==> config.mk <==
export PLATFORM = sky130hd
export DESIGN_NAME = mem_bus_datapath
export DESIGN_NICKNAME = d
export VERILOG_FILES = /design/src/rtl/mem_bus_datapath.sv
export SDC_FILE = /design/constraint.sdc
export NUM_CORES = 2
export LEC_CHECK = 0
export ABC_AREA = 1
export CAP_MARGIN = 10
export CELL_PAD_IN_SITES_DETAIL_PLACEMENT = 1
export CELL_PAD_IN_SITES_GLOBAL_PLACEMENT = 2
export CORE_MARGIN = 8
export CORE_UTILIZATION = 33
export CTS_BUF_LIST = sky130_fd_sc_hd__clkbuf_4 sky130_fd_sc_hd__clkbuf_8
export CTS_CLUSTER_SIZE = 10
export DETAILED_ROUTE_END_ITERATION = 16
export GPL_ROUTABILITY_DRIVEN = 0
export GPL_TIMING_DRIVEN = 0
export PLACE_DENSITY_LB_ADDON = 0.1
export SLEW_MARGIN = 20
export SYNTH_ARGS = -nofsm -noshare
export SYNTH_HDL_FRONTEND = slang
export SYNTH_SLANG_ARGS = --single-unit
export TNS_END_PERCENT = 50
==> constraint.sdc <==
create_clock -name clock -period 28.8 [get_ports clock]
set_clock_uncertainty 0.05 [all_clocks]
set_input_delay 8.64 -clock clock [delete_from_list [all_inputs] [get_ports clock]]
set_output_delay 8.64 -clock clock [all_outputs]
set_load 0.02 [all_outputs]
==> src/rtl/mem_bus_datapath.sv <==
// Single-bus CPU datapath: register file, PC, Y/Z/MAR/MDR, bus arbitration
// with conflict detection, and a memory handshake FSM with a wait-cycle timeout.
module mem_bus_datapath #(
  parameter int unsigned DATA_W  = 32,
  parameter int unsigned ADDR_W  = 9,
  parameter int unsigned NREG    = 16,
  parameter int unsigned TIMEOUT = 15
) (
  input  logic                  clock,
  input  logic                  clear,
  input  logic [NREG-1:0]       reg_in,
  input  logic [NREG-1:0]       reg_out,
  input  logic                  BAout,
  input  logic                  PCin,
  input  logic                  IncPC,
  input  logic                  PCout,
  input  logic                  MARin,
  input  logic                  MDRin,
  input  logic                  MDRout,
  input  logic                  Yin,
  input  logic                  ZIn,
  input  logic                  Zhighout,
  input  logic                  Zlowout,
  input  logic [2*DATA_W-1:0]   alu_result,
  input  logic                  Read,
  input  logic                  Write,
  input  logic [DATA_W-1:0]     mem_rdata,
  input  logic                  mem_ack,
  output logic [DATA_W-1:0]     bus_out,
  output logic [DATA_W-1:0]     y_value,
  output logic [ADDR_W-1:0]     mem_addr,
  output logic [DATA_W-1:0]     mem_wdata,
  output logic                  mem_req,
  output logic                  mem_we,
  output logic                  busy,
  output logic                  bus_conflict,
  output logic                  mem_timeout
);

  // Bus sources: R0 and BAout share one slot, plus R1..Rn-1, PC, MDR, Zhigh, Zlow.
  localparam int unsigned NSRC   = NREG + 4;
  localparam int unsigned SCNT_W = $clog2(NSRC + 1);
  localparam int unsigned CNT_W  = (TIMEOUT > 1) ? $clog2(TIMEOUT) : 1;

  typedef enum logic [1:0] {
    ST_IDLE    = 2'd0,
    ST_RD_WAIT = 2'd1,
    ST_WR_WAIT = 2'd2
  } state_t;

  logic [DATA_W-1:0]   r_regs [NREG];
  logic [DATA_W-1:0]   r_pc;
  logic [DATA_W-1:0]   r_y;
  logic [2*DATA_W-1:0] r_z;
  logic [ADDR_W-1:0]   r_mar;
  logic [DATA_W-1:0]   r_mdr;
  state_t              r_state;
  logic [CNT_W-1:0]    r_cnt;
  logic                r_req;
  logic                r_we;
  logic                r_busy;
  logic                r_conf;
  logic                r_tout;

  logic [NSRC-1:0]     w_src;
  logic [SCNT_W-1:0]   w_src_cnt;
  logic [DATA_W-1:0]   w_bus_or;
  logic                w_multi;
  logic [DATA_W-1:0]   w_bus;

  assign w_src = {Zlowout, Zhighout, MDRout, PCout, reg_out[NREG-1:1], reg_out[0] | BAout};

  // Count active sources and merge their values; more than one forces the bus to zero.
  always_comb begin
    w_src_cnt = '0;
    w_bus_or  = '0;
    for (int i = 0; i < int'(NSRC); i++) begin
      w_src_cnt = w_src_cnt + SCNT_W'(w_src[i]);
    end
    if (reg_out[0] && !BAout) w_bus_or = w_bus_or | r_regs[0];
    for (int i = 1; i < int'(NREG); i++) begin
      if (reg_out[i]) w_bus_or = w_bus_or | r_regs[i];
    end
    if (PCout)    w_bus_or = w_bus_or | r_pc;
    if (MDRout)   w_bus_or = w_bus_or | r_mdr;
    if (Zhighout) w_bus_or = w_bus_or | r_z[2*DATA_W-1:DATA_W];
    if (Zlowout)  w_bus_or = w_bus_or | r_z[DATA_W-1:0];
    w_multi = (w_src_cnt > SCNT_W'(1));
    w_bus   = w_multi ? '0 : w_bus_or;
  end

  assign bus_out      = w_bus;
  assign y_value      = r_y;
  assign mem_addr     = r_mar;
  assign mem_wdata    = r_mdr;
  assign mem_req      = r_req;
  assign mem_we       = r_we;
  assign busy         = r_busy;
  assign bus_conflict = r_conf;
  assign mem_timeout  = r_tout;

  // Register file, PC, Y, Z and MAR loads from the bus; MAR frozen during an access.
  always_ff @(posedge clock or posedge clear) begin
    if (clear) begin
      for (int i = 0; i < int'(NREG); i++) r_regs[i] <= '0;
      r_pc  <= '0;
      r_y   <= '0;
      r_z   <= '0;
      r_mar <= '0;
    end else begin
      for (int i = 0; i < int'(NREG); i++) begin
        if (reg_in[i]) r_regs[i] <= w_bus;
      end
      if (PCin)       r_pc <= w_bus;
      else if (IncPC) r_pc <= r_pc + DATA_W'(1);
      if (Yin) r_y <= w_bus;
      if (ZIn) r_z <= alu_result;
      if (MARin && !r_busy) r_mar <= w_bus[ADDR_W-1:0];
    end
  end

  // Memory handshake FSM; also owns MDR and the sticky conflict/timeout flags.
  always_ff @(posedge clock or posedge clear) begin
    if (clear) begin
      r_state <= ST_IDLE;
      r_cnt   <= '0;
      r_req   <= 1'b0;
      r_we    <= 1'b0;
      r_busy  <= 1'b0;
      r_mdr   <= '0;
      r_conf  <= 1'b0;
      r_tout  <= 1'b0;
    end else begin
      if (w_multi) r_conf <= 1'b1;
      if (MDRin && !r_busy) r_mdr <= w_bus;
      case (r_state)
        ST_IDLE: begin
          if (Read && Write) begin
            r_conf <= 1'b1;
          end else if (Read) begin
            r_state <= ST_RD_WAIT;
            r_cnt   <= '0;
            r_req   <= 1'b1;
            r_we    <= 1'b0;
            r_busy  <= 1'b1;
          end else if (Write) begin
            r_state <= ST_WR_WAIT;
            r_cnt   <= '0;
            r_req   <= 1'b1;
            r_we    <= 1'b1;
            r_busy  <= 1'b1;
          end
        end
        ST_RD_WAIT, ST_WR_WAIT: begin
          if (mem_ack) begin
            if (r_state == ST_RD_WAIT) r_mdr <= mem_rdata;
            r_state <= ST_IDLE;
            r_req   <= 1'b0;
            r_we    <= 1'b0;
            r_busy  <= 1'b0;
          end else if (r_cnt == CNT_W'(TIMEOUT - 1)) begin
            r_state <= ST_IDLE;
            r_req   <= 1'b0;
            r_we    <= 1'b0;
            r_busy  <= 1'b0;
            r_tout  <= 1'b1;
          end else begin
            r_cnt <= r_cnt + CNT_W'(1);
          end
        end
        default: begin
          r_state <= ST_IDLE;
          r_req   <= 1'b0;
          r_we    <= 1'b0;
          r_busy  <= 1'b0;
        end
      endcase
    end
  end

endmodule
==> results.sh <==
export IMPL_final_util_pct=40.6
export IMPL_synth_area_top_cells="dfrtp_1 54%, nand2_1 21%, o21ai_0 8.8%"
export IMPL_h_tree_depth=4
export IMPL_area_delta_synth_final_pct=22.3
export IMPL_cts_repair_resized=0
export IMPL_drc=0
export IMPL_grt_pass1_vias=30800
export IMPL_synthDominantCellAreaShare_pct=53.9
export IMPL_numClockSinks=690
export IMPL_hold_viol=0
export IMPL_worstPathArrival_ns=16.18
export IMPL_insertion_delay_ns=0.83
export IMPL_holdBufCountCts=0
export IMPL_final_area_sq_um=39200
export IMPL_ir_drop_mv=0.0562
export IMPL_tns_ns=0
export IMPL_p_leak_nw=19.0
export IMPL_cp_end_kind="output pin"
export IMPL_status="finished clean"
export IMPL_cts_buffers=136
export IMPL_rrSetupSlack_ns=26.04
export IMPL_wl_mm=148
export IMPL_placed_area_sq_um=36400
export IMPL_drtIter0Drc=1961
export IMPL_coreArea_sq_um=96600
export IMPL_nNetsFinal=4627
export IMPL_gr_usage_all_layers_pct=27.4
export IMPL_drv_slew=0
export IMPL_clock_path_buffers=3
export IMPL_ys_seq_elements=690
export IMPL_max_slew_worst_pin_slew_ns=1.09
export IMPL_min_period_over_period_pct=86.3
export IMPL_clockRootBuffer="clkbuf_8"
export IMPL_hold_path_class="reg2reg"
export IMPL_drive_above_1_share_pct=9.06
export IMPL_synthDistinctLibCells=36
export IMPL_period_needed_ns=24.87
export IMPL_setup_violations=0
export IMPL_setup_slack_ns=3.93
export IMPL_grt_overflow_total=0
export IMPL_die_area_sq_um=107000
export IMPL_cts_setup_buffers=0
export IMPL_startpoint_type="input port"
export IMPL_crit_start="reg_out[6]"
export IMPL_critPathKind="in2out"
export IMPL_synth_area_sq_um=32100
export IMPL_synth_cells=4059
export IMPL_crit_path_end="bus_out[20]"
export IMPL_dp_hpwl_mm=113
export IMPL_grt_first_pass_wirelength_mm=215
export IMPL_power_density_nw_per_um2=98.1
export IMPL_cap_viol_max_count=0
export IMPL_grt_max_degree=89
export IMPL_firstDrtPassIters=5
export IMPL_routedWlPerCell_um=25.5
export IMPL_fill_cells=11700
export IMPL_cp_required_ns=20.11
export IMPL_via_per_inst=5.03
export IMPL_antenna_found_initial=5
export IMPL_rsz0062_at_grt="false"
export IMPL_r2r_worst_path_cells=9
export IMPL_yosysTopAreaCell="dfrtp_1"
export IMPL_dieHeight_um=328
export IMPL_max_slew_margin_pct=27.1
export IMPL_dr_total_vias=29300
export IMPL_numPortBuffers=252
export IMPL_synth_seq_area_share_pct=53.9
export IMPL_start_util_pct=33.2
export IMPL_max_freq_mhz=40.2
export IMPL_crit_fanout=10
export IMPL_rows=114
export IMPL_ant_nets=0
export IMPL_syn_area_per_cell_sq_um=7.90
export IMPL_die_w_um=328
export IMPL_reg2reg_to="r_regs[148]"
export IMPL_cts_tree="built"
export IMPL_synth_edff_count=0
export IMPL_path_clk_slew_ns=0.05
export IMPL_dp_slack_ns=3.98
export IMPL_ios=254
export IMPL_reg2reg_from="r_regs[372]"
export IMPL_yosys_warnings=0
export IMPL_synthArstFlopShare_pct=100
export IMPL_synth_ff_type="dfrtp_1"
export IMPL_synthesis_nets=4229
## state kept, by name, summed over array words and instances (netlist names)
register	count
r_z	64
mem_wdata	32
mem_addr	9
mem_timeout	1
bus_conflict	1
r_regs	512
y_value	32
busy	1
r_pc	32
r_state	2
r_cnt	4
## how the worst min path moves through the flow
stage	start	endpoint	cells after the start
2_1_floorplan	r_regs[100]	r_regs[100]	2
3_3_place_gp	bus_conflict	bus_conflict	1
3_5_place_dp	bus_conflict	bus_conflict	1
4_1_cts	bus_conflict	bus_conflict	1
5_1_grt	r_regs[372]	r_regs[372]	2
6_report	mem_addr[7]	mem_addr[7]	2
## final cells by class
type | count | area, sq um | share of cell area, %
flip-flops and latches | 690 | 17300 | 44.0
clock buffers | 213 | 2710 | 6.90
diodes | 4 | 10.0 | 0.0255
repair buffers | 260 | 2740 | 6.99
multi-input cells | 2913 | 12900 | 32.8
inverters | 218 | 826 | 2.11
well taps | 1276 | 1600 | 4.07
clock inverters | 13 | 88.8 | 0.227
plain buffers | 238 | 1100 | 2.80
## worst max-delay path, cell delays in order
cell and delay [ns]:
clkdlybuf4s50_1 0.77, buf_2 0.46, buf_4 0.29, inv_1 0.09, fa_1 0.68, fa_1 0.47, fa_1 0.47, fa_1 0.51
fa_1 0.43, inv_1 0.08, ha_1 0.17, inv_1 0.07, fa_1 0.55, nand3b_1 0.09, nor3_2 0.46, buf_4 0.27
nand2_1 0.48, clkbuf_2 0.43, inv_1 0.10, clkdlybuf4s50_1 0.61
## layer usage
layer | up-vias | global-route usage (%) | share of wire [%]
met5 | - | 0 | 0
met4 | 0 | 13.1 | 5.2
met3 | 261 | 3.41 | 3.3
met2 | 634 | 47.4 | 49
met1 | 14900 | 33.8 | 42
li1 | 13500 | - | -
## power by group
group,leakage [nW],internal (W),total [W],switching (W)
clock,1.48,0.000592,0.00105,0.000455
combinational,8.26,0.000458,0.00152,0.00106
sequential,9.23,0.00117,0.00128,0.000109
## through the flow
step | hold slack, ns | cells | total power, W
finish | 0.428 | 5825 | 0.00385
global route | 0.450 | 5823 | 0.00408
CTS | 0.427 | 5821 | 0.00391
detailed placement | 0.415 | 5595 | 0.00285
global placement | 0.408 | 5587 | 0.00281
floorplan | 0.403 | 4059 | 0.00209
## Yosys cell counts, drive strengths merged, types with 9 or more instances
master / count
ha: 12
buf: 86
nand2: 1792
nor2: 286
dfrtp: 690
fa: 14
nand3b: 9
mux2: 64
inv: 200
clkbuf: 152
o21ai: 595
clkinv: 18
nand3: 68
nand4: 32
## logic make-up after synthesis
logic type	count (synthesis)	share of synthesized area (%)
adders and majority gates	26	1.34
DFF	690	53.9
muxes	66	2.31
buffers and inverters	456	5.98
xor gates and xnor gates	9	0.246
and+or+nand+nor	2193	26.5
AOI/OAI and AO/OA	619	9.79
## cell usage in the layout, fill, tap and decap left out, types with 6 or more instances in the layout
cell                n
nand2_1          1782
dfrtp_1           690
o21ai_0           564
nor2_1            286
clkdlybuf4s50_1   252
inv_1             199
clkbuf_8          177
clkbuf_1          135
nand3_1            68
buf_2              66
mux2_2             64
clkbuf_4           36
nand4_1            32
o21ai_1            31
clkinv_1           18
clkbuf_2           17
fa_1               14
buf_4              13
ha_1               12
nand3b_1            9
o21bai_1            8
a21oi_1             8
buf_16              8
nand2_2             6
xor2_1              6
clkinv_2            6
No activity file was read; power rests on OpenSTA's default activity.
